## config.mk

```make
export PLATFORM = sky130hd
export DESIGN_NAME = keypad_scan_debounce_flat
export DESIGN_NICKNAME = d
export VERILOG_FILES = /design/src/rtl/keypad_scan_debounce_if.sv /design/src/rtl/keypad_scan_debounce.sv /design/src/flat_wrapper.sv
export SDC_FILE = /design/constraint.sdc
export NUM_CORES = 1
export LEC_CHECK = 0
export ABC_CLOCK_PERIOD_IN_PS = 2900
export BUFFER_PORTS_ARGS = -buffer_cell sky130_fd_sc_hd__buf_2
export CAP_MARGIN = 10
export CORE_MARGIN = 4
export CORE_UTILIZATION = 50
export CTS_CLUSTER_SIZE = 12
export DETAILED_ROUTE_END_ITERATION = 16
export PLACE_DENSITY = 0.73
export SYNTH_ARGS = -nofsm -noshare
export SYNTH_HDL_FRONTEND = slang
export SYNTH_SLANG_ARGS = --single-unit
```

## constraint.sdc

```tcl
create_clock -name clk -period 2.9 [get_ports clk]
set_input_delay 0.58 -clock clk [delete_from_list [all_inputs] [get_ports clk]]
set_output_delay 0.58 -clock clk [all_outputs]
set_load 0.005 [all_outputs]
```

## src/rtl/keypad_scan_debounce_if.sv

```systemverilog
// Keypad bus between the matrix scanner and the game core:
// a debounced one-hot key code plus its valid level and new-press strobe.
interface keypad_scan_debounce_if;
  logic [7:0] keypad;
  logic       key_valid;
  logic       key_strobe;

  modport master (output keypad, key_valid, key_strobe);
  modport slave  (input  keypad, key_valid, key_strobe);
endinterface

```

## src/rtl/keypad_scan_debounce.sv

```systemverilog
// Scans the 2x4 whack-a-mole button matrix, debounces whole frames and publishes
// a registered one-hot key code with a single strobe per new press.
module keypad_scan_debounce #(
  parameter int SCAN_DIV       = 4,
  parameter int DEBOUNCE_SCANS = 3
) (
  input  logic                    clk,
  input  logic                    RESET,
  output logic [3:0]              COL_OUT,
  input  logic [1:0]              ROW_IN,
  keypad_scan_debounce_if.master  kp
);

  localparam int DW = (SCAN_DIV > 1) ? $clog2(SCAN_DIV) : 1;
  localparam int CW = $clog2(DEBOUNCE_SCANS + 1);

  typedef enum logic [1:0] {COL0, COL1, COL2, COL3} state_t;

  state_t          state_reg, state_next;
  logic [DW-1:0]   dwell_reg, dwell_next;
  logic [7:0]      frame_reg, frame_cur;
  logic [7:0]      cand_reg, cand_next;
  logic [CW-1:0]   cnt_reg, cnt_next;
  logic [7:0]      deb_reg, deb_next;
  logic [7:0]      keypad_reg, enc;
  logic            strobe_reg;
  logic            sample;
  logic            frame_end;
  logic [1:0]      col_idx;

  // Scan FSM: state register
  always_ff @(posedge clk or posedge RESET) begin
    if (RESET) begin
      state_reg <= COL0;
      dwell_reg <= '0;
    end else begin
      state_reg <= state_next;
      dwell_reg <= dwell_next;
    end
  end

  // Scan FSM: next state; rows are sampled only on the last dwell cycle of a column
  always_comb begin
    state_next = state_reg;
    dwell_next = dwell_reg + DW'(1);
    sample     = 1'b0;
    frame_end  = 1'b0;
    col_idx    = 2'd0;
    case (state_reg)
      COL0: col_idx = 2'd0;
      COL1: col_idx = 2'd1;
      COL2: col_idx = 2'd2;
      COL3: col_idx = 2'd3;
      default: col_idx = 2'd0;
    endcase
    if (dwell_reg == DW'(SCAN_DIV - 1)) begin
      dwell_next = '0;
      sample     = 1'b1;
      case (state_reg)
        COL0: state_next = COL1;
        COL1: state_next = COL2;
        COL2: state_next = COL3;
        COL3: begin
          state_next = COL0;
          frame_end  = 1'b1;
        end
        default: state_next = COL0;
      endcase
    end
  end

  assign COL_OUT = 4'b0001 << col_idx;

  // Frame including the sample taken this cycle, so frame end sees the complete frame
  always_comb begin
    frame_cur = frame_reg;
    if (sample) begin
      frame_cur[{1'b0, col_idx}] = ROW_IN[0];
      frame_cur[{1'b1, col_idx}] = ROW_IN[1];
    end
  end

  always_comb begin
    cand_next = cand_reg;
    cnt_next  = cnt_reg;
    deb_next  = deb_reg;
    if (frame_end) begin
      if (frame_cur != cand_reg) begin
        cand_next = frame_cur;
        cnt_next  = CW'(1);
        if (DEBOUNCE_SCANS == 1)
          deb_next = frame_cur;
      end else if (cnt_reg < CW'(DEBOUNCE_SCANS)) begin
        cnt_next = cnt_reg + CW'(1);
        if (cnt_reg == CW'(DEBOUNCE_SCANS - 1))
          deb_next = cand_reg;
      end
    end
  end

  // Multi-press (more than one bit) is ambiguous and must never score a hit
  always_comb begin
    enc = 8'h00;
    if ((deb_reg != 8'h00) && ((deb_reg & (deb_reg - 8'h01)) == 8'h00))
      enc = deb_reg;
  end

  always_ff @(posedge clk or posedge RESET) begin
    if (RESET) begin
      frame_reg  <= '0;
      cand_reg   <= '0;
      cnt_reg    <= '0;
      deb_reg    <= '0;
      keypad_reg <= '0;
      strobe_reg <= 1'b0;
    end else begin
      frame_reg  <= frame_cur;
      cand_reg   <= cand_next;
      cnt_reg    <= cnt_next;
      deb_reg    <= deb_next;
      keypad_reg <= enc;
      strobe_reg <= (enc != 8'h00) && (enc != keypad_reg);
    end
  end

  assign kp.keypad     = keypad_reg;
  assign kp.key_valid  = |keypad_reg;
  assign kp.key_strobe = strobe_reg;

endmodule

```

## src/flat_wrapper.sv

```systemverilog
// flat-port wrapper written by rule: the top's interface ports become plain ports
module keypad_scan_debounce_flat 
#(
  parameter int SCAN_DIV       = 4,
  parameter int DEBOUNCE_SCANS = 3
)
  (clk, RESET, COL_OUT, ROW_IN, kp_keypad, kp_key_valid, kp_key_strobe);
  keypad_scan_debounce_if kp_i ();
  input  logic clk;
  input  logic RESET;
  output logic [3:0] COL_OUT;
  input  logic [1:0] ROW_IN;
  output wire logic [$bits(kp_i.keypad)-1:0] kp_keypad;
  output wire logic [$bits(kp_i.key_valid)-1:0] kp_key_valid;
  output wire logic [$bits(kp_i.key_strobe)-1:0] kp_key_strobe;
  assign kp_keypad = kp_i.keypad;
  assign kp_key_valid = kp_i.key_valid;
  assign kp_key_strobe = kp_i.key_strobe;
  keypad_scan_debounce #(.SCAN_DIV(SCAN_DIV), .DEBOUNCE_SCANS(DEBOUNCE_SCANS)) u_core (.clk(clk), .RESET(RESET), .COL_OUT(COL_OUT), .ROW_IN(ROW_IN), .kp(kp_i));
endmodule
```

==> results.json, run 1 <==
{
  "grt_pass1_vias": 1383,
  "netlist.area_leader.share_pct": 49.6,
  "worstMarginPinSlew_ps": 477,
  "p_leak_nw": 1.10,
  "rows": 22,
  "max_freq_mhz": 385,
  "fp.dieH_um": 70.7,
  "gp_congestion": 0.813,
  "grt_max_degree": 40,
  "hpwl_um": 2730,
  "ys_seq_area_share_pct": 49.6,
  "crit_top_cell": "mux2_2",
  "min_period_ps": 2600,
  "nNetsFinal": 205,
  "setup_viol": 0,
  "slew_headroom_pct": 68.2,
  "drt-initial-drc-count": 61,
  "clock-root-buffer": "clkbuf_8",
  "r2r_end": "u_core.deb_reg[0]",
  "tns_ps": 0,
  "routedWlPerCell_um": 15.0,
  "cts_hold_buf": 0,
  "cts_max_path_buffers": 2,
  "r2r_slack_ps": 300,
  "drv_cap": 0,
  "synth_edf_count": 0,
  "cpMaxStageDelayCell": "nor4_4",
  "drive_above_1_share_pct": 25.1,
  "drc": 0,
  "crit_path_cell_trace": "ha_1, nand2_1, mux2_2, a221o_1, nor4_4, nand4_4, mux2_2",
  "power.switching_mw": 0.221,
  "cts.htree.levels": 2,
  "rr_startpoint": "u_core.dwell_reg[0]",
  "syn_inst": 174,
  "synthDistinctLibCells": 40,
  "vias": 1334,
  "antenna_found_initial": 0,
  "die_area_um2": 5000,
  "area_delta_synth_final_pct": 11.9,
  "routed_via_density": 5.49,
  "clock_skew_ps": 3.81,
  "hold_viol_final": 0,
  "cts_num_sinks": 39,
  "clockPowerShare_pct": 38.7,
  "min_period_over_period_pct": 89.6,
  "io_pins": 18,
  "tritoncts": "yes",
  "cpPeakStageDelay_ps": 430,
  "syn-num-nets": 185,
  "fp.dieW_um": 70.7,
  "ys.flop_type": "dfrtp_1",
  "syn_avg_cell_area_um2": 11.3,
  "power_frac_seq_pct": 55.7,
  "io_buffers": 17,
  "antenna_left": 0,
  "ys_top_cells_by_area": "dfrtp_1 (50%), mux2_2 (11%), ha_1 (4.5%), xor2_1 (3.6%), inv_1 (2.9%)",
  "arrival_ps": 2770,
  "rsz0062_at_grt": "no",
  "power_mw": 1.02,
  "endpoint_kind": "flip-flop",
  "crit_type": "reg -> reg",
  "reg2regPathDepth": 7,
  "p_int_mw": 0.795,
  "initial_utilization_pct": 52.5,
  "postCtsSetupRepairBufs": 0,
  "outcome": "completed",
  "combPwrFrac_pct": 5.5,
  "cts_made_buffers": 5,
  "critPathMaxFanout": 11,
  "grt_use_total_pct": 16.6,
  "synth.cell_area_um2": 1970,
  "hp-class": "in -> async",
  "coreArea_um2": 3740,
  "switching_share_pct": 21.7,
  "cts.reportedPaths.clkPinSlew_ps": 70,
  "clock_latency_ps": 290,
  "ys_seq_elements": 39,
  "dr.pass1.iters": 4,
  "wl_um": 3650,
  "gr-total-overflow": 0,
  "yosys_warnings": 0,
  "critPathRequiredTime_ps": 3080,
  "cts_resized": 0,
  "worstSetupStartpointType": "flip-flop",
  "p_per_area_nw_per_um2": 462,
  "postSynth.asyncResetShare_pct": 100,
  "antenna-diode-count": 0,
  "synth_largest_area_cell": "dfrtp_1",
  "grt_pass1_wl_um": 6420,
  "max-vdd-ir-drop_mv": 0.320,
  "slew_violations": 0
}
==> synth_stat cells, drive strengths merged, types with 4 or more instances <==
cell type / count
mux2: 20
and2: 4
dfrtp: 39
nor2: 7
nand2: 10
o21ai: 6
ha: 7
a21oi: 5
mux2i: 4
nor4: 5
xor2: 8
nor3: 5
inv: 15
==> metal layers <==
metal  vias up  global-route usage, %  share of wire, %  routed length (µm)
li1        653                      -                 -                   -
met1       651                   19.5                43                1570
met2        21                   27.4                49                1800
met3         9                   4.97               4.7                 170
met4         0                   8.56               2.8                 104
met5         -                      0                 0                   0
==> stage by stage <==
stage	area (µm²)	hold slack [ps]	util [%]	std cells	worst slack (ps)
2_1_floorplan	1970	403	-	174	503
3_3_place_gp	2100	414	56.1	235	367
4_1_cts	2200	398	58.8	243	293
3_5_place_dp	2100	417	56.1	235	309
6_report	2200	385	58.8	243	302
5_1_grt	2200	427	58.8	243	189
==> placed cells by master, fill, tap and decap left out, types with 3 or more instances in the layout <==
cell | Yosys | routed
o221ai_1 | 3 | 3
buf_2 | 3 | 17
mux2i_1 | 4 | 4
nor2_1 | 7 | 7
nor3_1 | 5 | 5
mux2_2 | 20 | 20
inv_1 | 15 | 15
clkbuf_8 | 0 | 7
dfrtp_1 | 39 | 39
nand2_1 | 10 | 10
xor2_1 | 8 | 8
a21oi_1 | 4 | 4
xnor2_1 | 3 | 3
and2_1 | 4 | 4
nor4_1 | 4 | 4
nand3_1 | 3 | 3
o21ai_0 | 6 | 6
ha_1 | 7 | 7
==> critical path: cells and delay by family (launching register included) <==
family	cells	cell delay (ps)
AND/OR/NAND/NOR	3	790
multiplexers	2	670
flip-flops	1	380
AO/OA/AOI/OAI	1	330
adder cells (fa/ha/maj)	1	310
==> power groups by stage <==
stage                     registers (mW)  clock network [mW]  logic [mW]
final                              0.566               0.394      0.0562
after global routing               0.567               0.441      0.0643
after CTS                          0.566               0.409      0.0574
after detailed placement           0.577                   0      0.0573
after global placement             0.576                   0      0.0545
after floorplan                    0.573                   0      0.0456
==> kinds of logic after synthesis <==
logic type	share of synthesized area (%)
simple gates	13.2
flops	49.7
compound gates	9.55
mux	13.5
buf+inv	4.20
xor+xnor	4.90
fa+ha+maj	4.96
==> how the worst max path moves through the flow <==
stage	start	end	slack, ps
CTS	u_core.dwell_reg[0]	u_core.deb_reg[0]	290
floorplan	u_core.state_reg[0]	u_core.deb_reg[0]	500
global placement	u_core.dwell_reg[0]	u_core.deb_reg[1]	370
detailed placement	u_core.dwell_reg[0]	u_core.deb_reg[0]	310
global route	u_core.dwell_reg[0]	u_core.deb_reg[3]	190
finish	u_core.dwell_reg[0]	u_core.deb_reg[0]	300
==> cell type report <==
| class | instances | area, µm² |
|---|---|---|
| Clock buffer | 8 | 100 |
| Tap cell | 48 | 60.1 |
| Timing Repair Buffer | 19 | 100 |
| Fill cell | 342 | 1540 |
| Multi-Input combinational cell | 114 | 907 |
| Sequential cell | 39 | 976 |
| Inverter | 15 | 56.3 |
No activity file was read; power rests on OpenSTA's default activity.
==> inputs of run 2 (changes only) <==
Settings changed: BUFFER_PORTS_ARGS -buffer_cell sky130_fd_sc_hd__buf_2 to unset, CORE_MARGIN 4 to 10, DONT_BUFFER_PORTS set to 1, PLACE_DENSITY 0.73 to 0.69.
==> results.json, run 2 (same netlist as run 1, synthesis figures left out) <==
{
  "worstMarginPinSlew_ps": 483,
  "routedWlPerCell_um": 16.7,
  "power_frac_seq_pct": 55.9,
  "endpoint_kind": "flip-flop",
  "switching_share_pct": 21.6,
  "final_common_cell": "dfrtp_1",
  "cts.reportedPaths.clkPinSlew_ps": 70,
  "combPwrFrac_pct": 5.0,
  "antenna_left": 0,
  "cts.htree.levels": 2,
  "worstSetupStartpointType": "flip-flop",
  "max-vdd-ir-drop_mv": 0.319,
  "layout_common_cells": "dfrtp_1 (39), mux2_2 (20), inv_1 (15)",
  "fp.dieW_um": 82.7,
  "min_period_ps": 2640,
  "grt_use_total_pct": 12.5,
  "fp.dieH_um": 82.7,
  "final.fill_count": 332,
  "setup_ws_ps": 259,
  "slew_headroom_pct": 66.9,
  "power_mw": 1.01,
  "grt_pass1_vias": 1374,
  "drv_cap": 0,
  "r2r_end": "u_core.deb_reg[5]",
  "p_leak_nw": 1.02,
  "reg2regPathDepth": 7,
  "routed_via_density": 5.75,
  "antenna_found_initial": 0,
  "hold_viol_final": 0,
  "cts_resized": 0,
  "clock_latency_ps": 290,
  "tritoncts": "yes",
  "cts_num_sinks": 39,
  "critPathRequiredTime_ps": 3080,
  "wl_um": 3760,
  "cts_made_buffers": 5,
  "postCtsSetupRepairBufs": 0,
  "coreArea_um2": 3740,
  "grt_max_degree": 40,
  "drc": 0,
  "cts_max_path_buffers": 2,
  "dr.pass1.iters": 4,
  "hp-class": "in -> async",
  "outcome": "completed",
  "nNetsFinal": 188,
  "io_buffers": 0,
  "clock-root-buffer": "clkbuf_8",
  "dp_slack_ps": 255,
  "gr-total-overflow": 0,
  "area_delta_synth_final_pct": 7.57,
  "max_freq_mhz": 379,
  "initial_utilization_pct": 52.5,
  "critPathMaxFanout": 11,
  "cts_hold_buf": 0,
  "tns_ps": 0,
  "crit_start": "u_core.dwell_reg[0]",
  "rsz0062_at_grt": "no",
  "min_period_over_period_pct": 91.1,
  "drive_above_1_share_pct": 18.0,
  "antenna-diode-count": 0,
  "clockPowerShare_pct": 39.0,
  "setup_viol": 0,
  "hpwl_um": 2800,
  "grt_pass1_wl_um": 6480,
  "arrival_ps": 2820,
  "slew_violations": 0,
  "p_int_mw": 0.794,
  "gp_congestion": 0.803,
  "power.switching_mw": 0.219,
  "drt-initial-drc-count": 54,
  "rr_startpoint": "u_core.dwell_reg[0]",
  "crit_type": "reg -> reg",
  "p_per_area_nw_per_um2": 479,
  "clock_skew_ps": 2.95,
  "io_pins": 18,
  "die_area_um2": 6840,
  "vias": 1299,
  "rows": 22,
  "r2r_slack_ps": 260
}
==> run 2: power groups by stage <==
stage / Clock (mW) / Combinational (mW) / Sequential, mW
after floorplan: 0 / 0.0456 / 0.573
after global placement: 0 / 0.0495 / 0.576
after detailed placement: 0 / 0.0520 / 0.577
after CTS: 0.405 / 0.0521 / 0.566
after global routing: 0.435 / 0.0573 / 0.568
final: 0.395 / 0.0510 / 0.567
==> run 2: critical path, stage by stage, from the launching register on <==
cell	delay (ps)
dfrtp_1	390
ha_1	310
nand2_1	140
mux2_2	360
a221o_1	340
nor4_4	430
nand4_4	230
mux2_2	330
==> run 2: worst max path at each step <==
stage | slack, ps | endpoint
after floorplan | 500 | u_core.deb_reg[0]
after global placement | 380 | u_core.deb_reg[4]
after detailed placement | 250 | u_core.deb_reg[5]
after CTS | 240 | u_core.deb_reg[5]
after global routing | 100 | u_core.deb_reg[3]
final | 260 | u_core.deb_reg[5]
==> run 2: routing by layer <==
layer / up-vias / wire length [µm] / track usage [%]
met5: - / 0 / 0
met3: 10 / 299 / 5.40
met1: 631 / 1530 / 12.7
li1: 623 / - / -
met2: 35 / 1850 / 21.1
met4: 0 / 91 / 6.86
==> run 2: cell type report <==
cell class              count  area, µm²  area share, %
flip-flops and latches     39        976           46.2
multi-input cells         114        907           42.9
clock buffers               8        100           4.73
well taps                  48       60.1           2.84
inverters                  15       56.3           2.66
repair buffers              2       15.0          0.710
==> run 2: stage by stage <==
stage | utilization (%) | std cells | hold slack (ps) | area (µm²)
after floorplan | - | 174 | 403 | 1970
after global placement | 53.8 | 218 | 412 | 2010
after detailed placement | 53.8 | 218 | 432 | 2010
after CTS | 56.5 | 226 | 296 | 2110
after global routing | 56.5 | 226 | 326 | 2110
final | 56.5 | 226 | 286 | 2110
